File: src/rtl/iram_port_sched.sv
// iram_port_sched: shares the internal-RAM data port between core byte accesses and the stack engine.
// Optional feature: define IRAM_STACK_BOUNDS_EN to reject stack operations that leave [SP_RESET, SP_LIMIT].
module iram_port_sched #(
   parameter logic [7:0] SP_RESET = 8'h07,
   parameter logic [7:0] SP_LIMIT = 8'h7F
) (
   input  logic        clock,
   input  logic        reset,
   input  logic        core_req,
   input  logic        core_we,
   input  logic [7:0]  core_addr,
   input  logic [7:0]  core_wdata,
   output logic        core_ack,
   output logic [7:0]  core_rdata,
   input  logic        stk_req,
   input  logic        stk_pop,
   input  logic        stk_two,
   input  logic [15:0] stk_wdata,
   output logic        stk_ack,
   output logic [15:0] stk_rdata,
   output logic        stk_err,
   input  logic        sp_wr_en,
   input  logic [7:0]  sp_wr_data,
   output logic        sp_wr_drop,
   output logic [7:0]  sp,
   output logic        mem_rd_en,
   output logic        mem_wr_en,
   output logic [7:0]  mem_addr,
   output logic [7:0]  mem_wr_byte,
   input  logic [7:0]  mem_rd_byte
);

`ifdef IRAM_STACK_BOUNDS_EN
   localparam bit BOUNDS_EN = 1'b1;
`else
   localparam bit BOUNDS_EN = 1'b0;
`endif

   typedef enum logic [3:0] {
      IDLE, CORE_ISSUE, CORE_DONE, PUSH_LO, PUSH_HI, POP_HI, POP_LO, POP_CAP, STK_DONE
   } state_t;

   state_t      state, state_nx;
   logic        last_grant;
   logic        op_we, op_two, op_err;
   logic [7:0]  core_rdata_q;
   logic [15:0] stk_rdata_q;
   logic [7:0]  sp_eff, sp_inc;
   logic [8:0]  nbytes;
   logic        gnt_stk, gnt_core, reject;

   // An SP write in the grant cycle lands first, so the bounds check sees the new value
   assign sp_eff   = sp_wr_en ? sp_wr_data : sp;
   assign sp_inc   = sp + 8'd1;
   assign nbytes   = stk_two ? 9'd2 : 9'd1;
   assign gnt_stk  = (state == IDLE) && stk_req && (!core_req || !last_grant);
   assign gnt_core = (state == IDLE) && core_req && !gnt_stk;
   assign reject   = BOUNDS_EN && (stk_pop ? ({1'b0, sp_eff} < {1'b0, SP_RESET} + nbytes)
                                           : ({1'b0, sp_eff} + nbytes > {1'b0, SP_LIMIT}));

   assign core_ack   = state == CORE_DONE;
   assign stk_ack    = state == STK_DONE;
   assign stk_err    = stk_ack && op_err;
   assign core_rdata = (core_ack && !op_we) ? mem_rd_byte : core_rdata_q;
   assign stk_rdata  = stk_rdata_q;
   assign sp_wr_drop = sp_wr_en && (state != IDLE);

   // State register
   always_ff @(posedge clock)
      state <= !reset ? IDLE : state_nx;

   // Next-state: arbitration in IDLE, then a fixed walk through each operation
   always_comb begin
      state_nx = state;
      case (state)
         IDLE:       state_nx = gnt_core ? CORE_ISSUE : !gnt_stk ? IDLE : reject ? STK_DONE :
                                !stk_pop ? PUSH_LO : stk_two ? POP_HI : POP_LO;
         CORE_ISSUE: state_nx = CORE_DONE;
         PUSH_LO:    state_nx = op_two ? PUSH_HI : STK_DONE;
         PUSH_HI:    state_nx = STK_DONE;
         POP_HI:     state_nx = POP_LO;
         POP_LO:     state_nx = POP_CAP;
         POP_CAP:    state_nx = STK_DONE;
         default:    state_nx = IDLE;
      endcase
   end

   // RAM port drive: pushes address the pre-incremented SP, pops the current SP
   always_comb begin
      mem_rd_en   = 1'b0;
      mem_wr_en   = 1'b0;
      mem_addr    = 8'h00;
      mem_wr_byte = 8'h00;
      case (state)
         CORE_ISSUE: begin
            mem_rd_en   = !op_we;
            mem_wr_en   = op_we;
            mem_addr    = core_addr;
            mem_wr_byte = core_wdata;
         end
         PUSH_LO: begin
            mem_wr_en   = 1'b1;
            mem_addr    = sp_inc;
            mem_wr_byte = stk_wdata[7:0];
         end
         PUSH_HI: begin
            mem_wr_en   = 1'b1;
            mem_addr    = sp_inc;
            mem_wr_byte = stk_wdata[15:8];
         end
         POP_HI, POP_LO: begin
            mem_rd_en   = 1'b1;
            mem_addr    = sp;
         end
         default: ;
      endcase
   end

   // Datapath: stack pointer, grant history, latched operation attributes and captured read data
   always_ff @(posedge clock) begin
      if (!reset) begin
         sp           <= SP_RESET;
         last_grant   <= 1'b0;
         op_we        <= 1'b0;
         op_two       <= 1'b0;
         op_err       <= 1'b0;
         core_rdata_q <= 8'h00;
         stk_rdata_q  <= 16'h0000;
      end else begin
         case (state)
            IDLE: begin
               if (sp_wr_en) sp <= sp_wr_data;
               if (gnt_core || gnt_stk) last_grant <= gnt_stk;
               if (gnt_core) op_we <= core_we;
               if (gnt_stk) begin
                  op_two      <= stk_two;
                  op_err      <= reject;
                  stk_rdata_q <= 16'h0000;
               end
            end
            CORE_DONE: if (!op_we) core_rdata_q <= mem_rd_byte;
            PUSH_LO, PUSH_HI: sp <= sp_inc;
            POP_HI: sp <= sp - 8'd1;
            POP_LO: begin
               sp <= sp - 8'd1;
               if (op_two) stk_rdata_q[15:8] <= mem_rd_byte;
            end
            POP_CAP: stk_rdata_q[7:0] <= mem_rd_byte;
            default: ;
         endcase
      end
   end

endmodule

File: config.mk
export PLATFORM = sky130hd
export DESIGN_NAME = iram_port_sched
export DESIGN_NICKNAME = d
export VERILOG_FILES = /design/src/rtl/iram_port_sched.sv
export SDC_FILE = /design/constraint.sdc
export NUM_CORES = 1
export LEC_CHECK = 0
export CAP_MARGIN = 10
export CELL_PAD_IN_SITES_DETAIL_PLACEMENT = 1
export CELL_PAD_IN_SITES_GLOBAL_PLACEMENT = 1
export CORE_ASPECT_RATIO = 1.1
export CORE_MARGIN = 8
export CORE_UTILIZATION = 32
export DETAILED_ROUTE_END_ITERATION = 8
export HOLD_SLACK_MARGIN = 0.08
export PLACE_DENSITY_LB_ADDON = 0.1
export SLEW_MARGIN = 20
export SYNTH_ARGS = -nofsm -noshare
export SYNTH_HDL_FRONTEND = slang
export SYNTH_SLANG_ARGS = --single-unit
export TNS_END_PERCENT = 100
File: constraint.sdc
create_clock -name clock -period 3 [get_ports clock]
set_clock_uncertainty 0.05 [all_clocks]
set_input_delay 0.6 -clock clock [delete_from_list [all_inputs] [get_ports clock]]
set_output_delay 0.6 -clock clock [all_outputs]
set_load 0.01 [all_outputs]
### After elaboration in Yosys (flattened, before gate mapping)

Cells that the tools add are included.

| operators by class | value |
|---|---|
| $add $sub $neg | 2 |
| $mul | 0 |
| div/mod/pow operators | 0 |
| magnitude comparators | 0 |
| eq/ne operators | 11 |
| shifts and indexed selects | 0 |
| muxes and demuxes | 17 |
| bitwise operators | 1 |
| reduce and logical (&&, ||, !) cells | 27 |

Operator list:

| operator | number |
|---|---|
| one-hot mux 8 bit (3 select lines) | 3 |
| one-hot mux 8 bit (2 select lines) | 2 |
| 2-to-1 mux 8 bit | 3 |
| one-hot mux 4 bit (6 select lines) | 1 |
| == test 4 x 3 -> 1 bit (second input constant) | 4 |
| 2-to-1 mux 16 bit | 1 |
| AND reduction 2 bit | 6 |
| 2-to-1 mux 3 bit | 3 |
| adder 8 x 1 -> 8 bit (second input constant) | 1 |
| == test 4 x 2 -> 1 bit (second input constant) | 2 |
| subtractor 8 x 1 -> 8 bit (second input constant) | 1 |
| logical AND 1 bit | 6 |
| != test 2 bit (second input constant) | 3 |
| OR reduction 2 bit | 3 |
| == test 4 x 1 -> 1 bit (second input constant) | 1 |
| == test 4 bit (second input constant) | 1 |
| logical NOT 1 bit | 4 |
| logical NOT 4 bit | 1 |
| 2-to-1 mux 4 bit | 1 |
| one-hot mux 1 bit (2 select lines) | 2 |
| nonzero test 2 bit | 2 |
| nonzero test 4 bit | 1 |
| AND reduction 3 bit | 1 |
| nonzero test 3 bit | 1 |
| other kinds (3) | 4 |

| word-level totals | value |
|---|---|
| bits in registers | 39 |
| latch bits | 0 |
| memory bits (writable) | 0 |
| ROM bits | 0 |
| bits of input ports | 56 |
| output and inout port bits | 54 |
| logic and storage cells | 66 |
| memories | 0 |

### Depth between registers and ports, before layout

| depth | value |
|---|---|
| word-level depth | 7 |
| mapped depth | 7 |
| depth with buffers taken out | 6 |

### Worst setup path before layout

No wires, ideal clock.

| timing | value |
|---|---|
| kind | flip-flop to output port |
| start | register state[1] |
| end | output port mem_rd_en |
| arrival | 1.552 ns |
| data required time | 2.350 ns |
| setup slack | 0.798 ns |
| cell stages (with the launch flop) | 7 |
| path buffers | 3 |
| cell sequence | dfxtp_1 -> buf_6 -> buf_6 -> nor4b_4 -> buf_2 -> inv_1 -> o21ai_0 |

| on the way | value |
|---|---|
| longest elaborated chain between the ends | 3 |
| elaborated cells between the ends (all ways) | 5 |
| classes of those cells | eq/ne: 3; mux: 1; reduce/logical: 1 |

Ends and longest elaborated chain:

| element | RTL line | text |
|---|---|---|
| from (decl) | 43 | `state_t state, state_nx;` |
| from (signal assigned) | 70 | `state <= !reset ? IDLE : state_nx;` |
| == test 4 x 3 -> 1 bit | 94 | `case (state)` |
| OR reduction 2 bit (no line) | n/a |  |
| one-hot mux 1 bit (2 select lines) (*) | 94 |  |
| to (decl) | 26 | `output logic mem_rd_en,` |

Every way passes the cells marked *; elsewhere a longest branch is shown, timed or not.

### Worst setup path after layout

| timing | value |
|---|---|
| start | register state[0] |
| end | output port core_rdata[5] |

| on the way | value |
|---|---|
| longest elaborated chain between the ends | 3 |

Ends and longest elaborated chain:

| element | RTL line | text |
|---|---|---|
| == test 4 x 2 -> 1 bit | 61 | `assign core_ack = state == CORE_DONE;` |
| logical AND 1 bit | 64 | `assign core_rdata = (core_ack && !op_we) ? mem_rd_byte : core_rdata_q;` |
| 2-to-1 mux 8 bit | 64 |  |
| to (decl) | 14 | `output logic [7:0] core_rdata,` |

No other way between the ends.

==> results.cfg <==
[worst_hold_path]
hold_depth = 2
worstHoldStart = last_grant
hp-class = reg2reg
holdPathEnd = last_grant

[finish]
final_core_util_pct = 51.2
fin_cells = 522
nFillCells = 904
final_layout_size_suffix_gt1_share_pct = 14.0
syn_to_final_growth_pct = 58.3
multiInputGateArea_mm2 = 0.00159
nets = 471
seq_area_um2 = 785
diodes = 0
final_cell_area_mm2 = 0.00398

[pwr]
sw_frac_of_total_pct = 37.1
p_clk_share_pct = 21.6
p_int_mw = 1.40
combPwrFrac_pct = 49.0
peakVddDrop_mv = 0.330
p_sw_mw = 0.827
total_power_mw = 2.23
p_leak_nw = 1.57
p_seq_share_pct = 29.3
p_per_area_mw_per_mm2 = 559

[setup_path]
crit_chain = buf_8 > nand2b_1 > nor4_4 > buf_4 > mux2_2 > clkdlybuf4s50_1
required_ns = 2.35
r2r_end = stk_rdata[5]
worst-r2r-cell-count = 5
cp_slowest_cell = clkdlybuf4s50_1
startpoint = state[0]
crit_family = buffers and inverters
end_kind = output pin
crit_fanout = 19
rrSetupSlack_ns = 0.87
crit_arrival_ns = 2.26
critPathMaxStageDelay_ns = 0.49
worst-path-buf-inv = 3
critPathLaunchType = register
r2r_start = state[3]
worstSetupPathType = reg2out

[sta]
max_freq_mhz = 343
period_share_pct = 97.1
rsz0062_at_grt = false
setup_ws_ns = 0.0868
fin_tns_setup_ns = 0
finalCriticalPeriod_ns = 2.91
hold_violations = 0
worstMarginPinSlew_ns = 0.765
whs_ns = 0.432
slew_viol_final = 0
maxSlewHeadroom_pct = 48.8
setup_violations = 0

[floorplan]
ios = 110
die_y_um = 109
rows = 34
die_w_um = 101
start_util_pct = 32.3
dieArea_mm2 = 0.0110
core_mm2 = 0.00778

[routing]
wl_per_cell_um = 19.4
detail_route.wirelength_um = 10100
drtPass1Iterations = 5
drt-initial-drc-count = 148
via_per_inst = 5.46
drcViolationCount = 0
vias = 2852
ant_nets = 0

[logic_synthesis]
synthTopCellsByCount = dfxtp_1 (39), nor2_1 (27), a22oi_1 (19)
yosys.area.top_type = dfxtp_1
synth_area_mm2 = 0.00252
synthFlopType = dfxtp_1
synthCells = 299
synth_most_common_cell = dfxtp_1
yosysUniqueCellTypes = 59
netlist.area_leader.share_pct = 31.0
synth_area_leaders = dfxtp_1 (31%), a22oi_1 (5.7%), mux2_2 (4.5%), nor2_1 (4.0%), a222oi_1 (3.6%)
synth_seq_cells = 39
ys_warn_count = 0
ys_seq_area_share_pct = 31.0
synth_edf_count = 0
syn_area_per_cell_um2 = 8.42
synth_nets = 357
ys_async_sr_fraction_pct = 0

[clock_network]
clock_path_buffers = 2
cts_made_buffers = 5
cts_htree_levels = 2
ctsHoldBuffers = 0
cts_root_buf = clkbuf_8
cts.clk_slew.worst_paths_ns = 0.08
cts.sinks = 39
post_cts_buffers = 0
insertion_delay_ns = 0.29
cts_tree = done

[global_route]
grt_pass1_vias = 2938
grt_pass1_wl_um = 15500
grt_max_degree = 23
met2_usage_pct = 29.6
use_met3_pct = 6.39
antenna_found_initial = 0
grtUsageTotal_pct = 17.9
use_met1_pct = 20.8
grt_overflow = 0
grt-busiest-layer = met2

[placed_design]
placed_area_mm2 = 0.00378
routabilityCongestion = 0.871
hpwlAfterDp_um = 7760
io_buffers = 108
pre_cts_slack_ns = 0.225
dp_cells = 514

[job]
cap_violations = 0

[status]
outcome = finished clean
-- layout by cell type, fill, tap and decap left out, drive strengths merged, types with 3 or more instances in the layout --
cell type	n
inv	19
dlymetal6s2s	3
a2bb2oi	3
clkbuf	6
dfxtp	39
o211ai	10
nor3b	4
buf	23
nor4	3
a222oi	9
nor2	27
and2	9
a22oi	19
nand3	11
clkdlybuf4s50	105
nor3	7
nand3b	3
nand2b	5
a21oi	11
nor4b	4
o21ai	14
nand2	18
a31oi	6
o2111ai	3
mux2	10
-- power groups by stage --
stage                     registers [mW]  clock network, mW  logic (mW)
final                              0.653              0.482        1.09
after global routing               0.663              0.518        1.17
after CTS                          0.649              0.495        1.07
after detailed placement           0.659                  0        1.06
after global placement             0.657                  0        1.05
after floorplan                    0.634                  0       0.576
-- worst register-to-register path: stages (launching register included) --
cell,delay [ns]
dfxtp_2,0.45
buf_4,0.30
and4b_1,0.39
a21oi_1,0.64
a22oi_1,0.14
nor2_1,0.13
-- how the worst max path moves through the flow --
stage	slack, ns	depth (start not counted)	end
after floorplan	0.80	6	mem_rd_en
after global placement	0.27	5	mem_addr[5]
after detailed placement	0.23	5	mem_addr[5]
after CTS	-0.01	6	mem_addr[2]
after global routing	0.009	4	mem_addr[4]
final	0.09	6	core_rdata[5]
-- routing by layer --
metal | share of wire [%] | up-vias
met5 | 0 | -
met4 | 2.0 | 0
met3 | 9.4 | 15
met2 | 46 | 124
met1 | 43 | 1362
li1 | - | 1351
-- registers in the layout (all words and copies together) (netlist names) --
name and cells:
op_two 1, sp 8, state 4, op_we 1, core_rdata_q 8, stk_rdata 16, last_grant 1
-- logic make-up after synthesis --
| group | after synthesis | share of synthesized area [%] |
|---|---|---|
| other cells | 1 | 0.149 |
| xor+xnor | 4 | 1.39 |
| compound gates | 94 | 28.6 |
| flops | 39 | 31.0 |
| simple gates | 105 | 24.6 |
| mux | 12 | 5.27 |
| buf+inv | 42 | 8.05 |
| fa+ha+maj | 2 | 0.994 |
-- area by class of cell --
cell class	instances	area share [%]
Clock inverter	2	0.974
Sequential cell	39	19.7
Multi-Input combinational cell	218	39.8
Inverter	18	1.70
Tap cell	108	3.39
Clock buffer	6	2.07
Timing Repair Buffer	131	32.3
-- repair_timing --
| item | in CTS | in global routing |
|---|---|---|
| endpoints found under the hold margin | 0 | 0 |
| gates resized for setup | 4 | 14 |
| gates cloned | 0 | 0 |
| setup endpoints to repair | 5 | 12 |
| pin swaps | 0 | 2 |
Power figures use the tool's default switching activity.
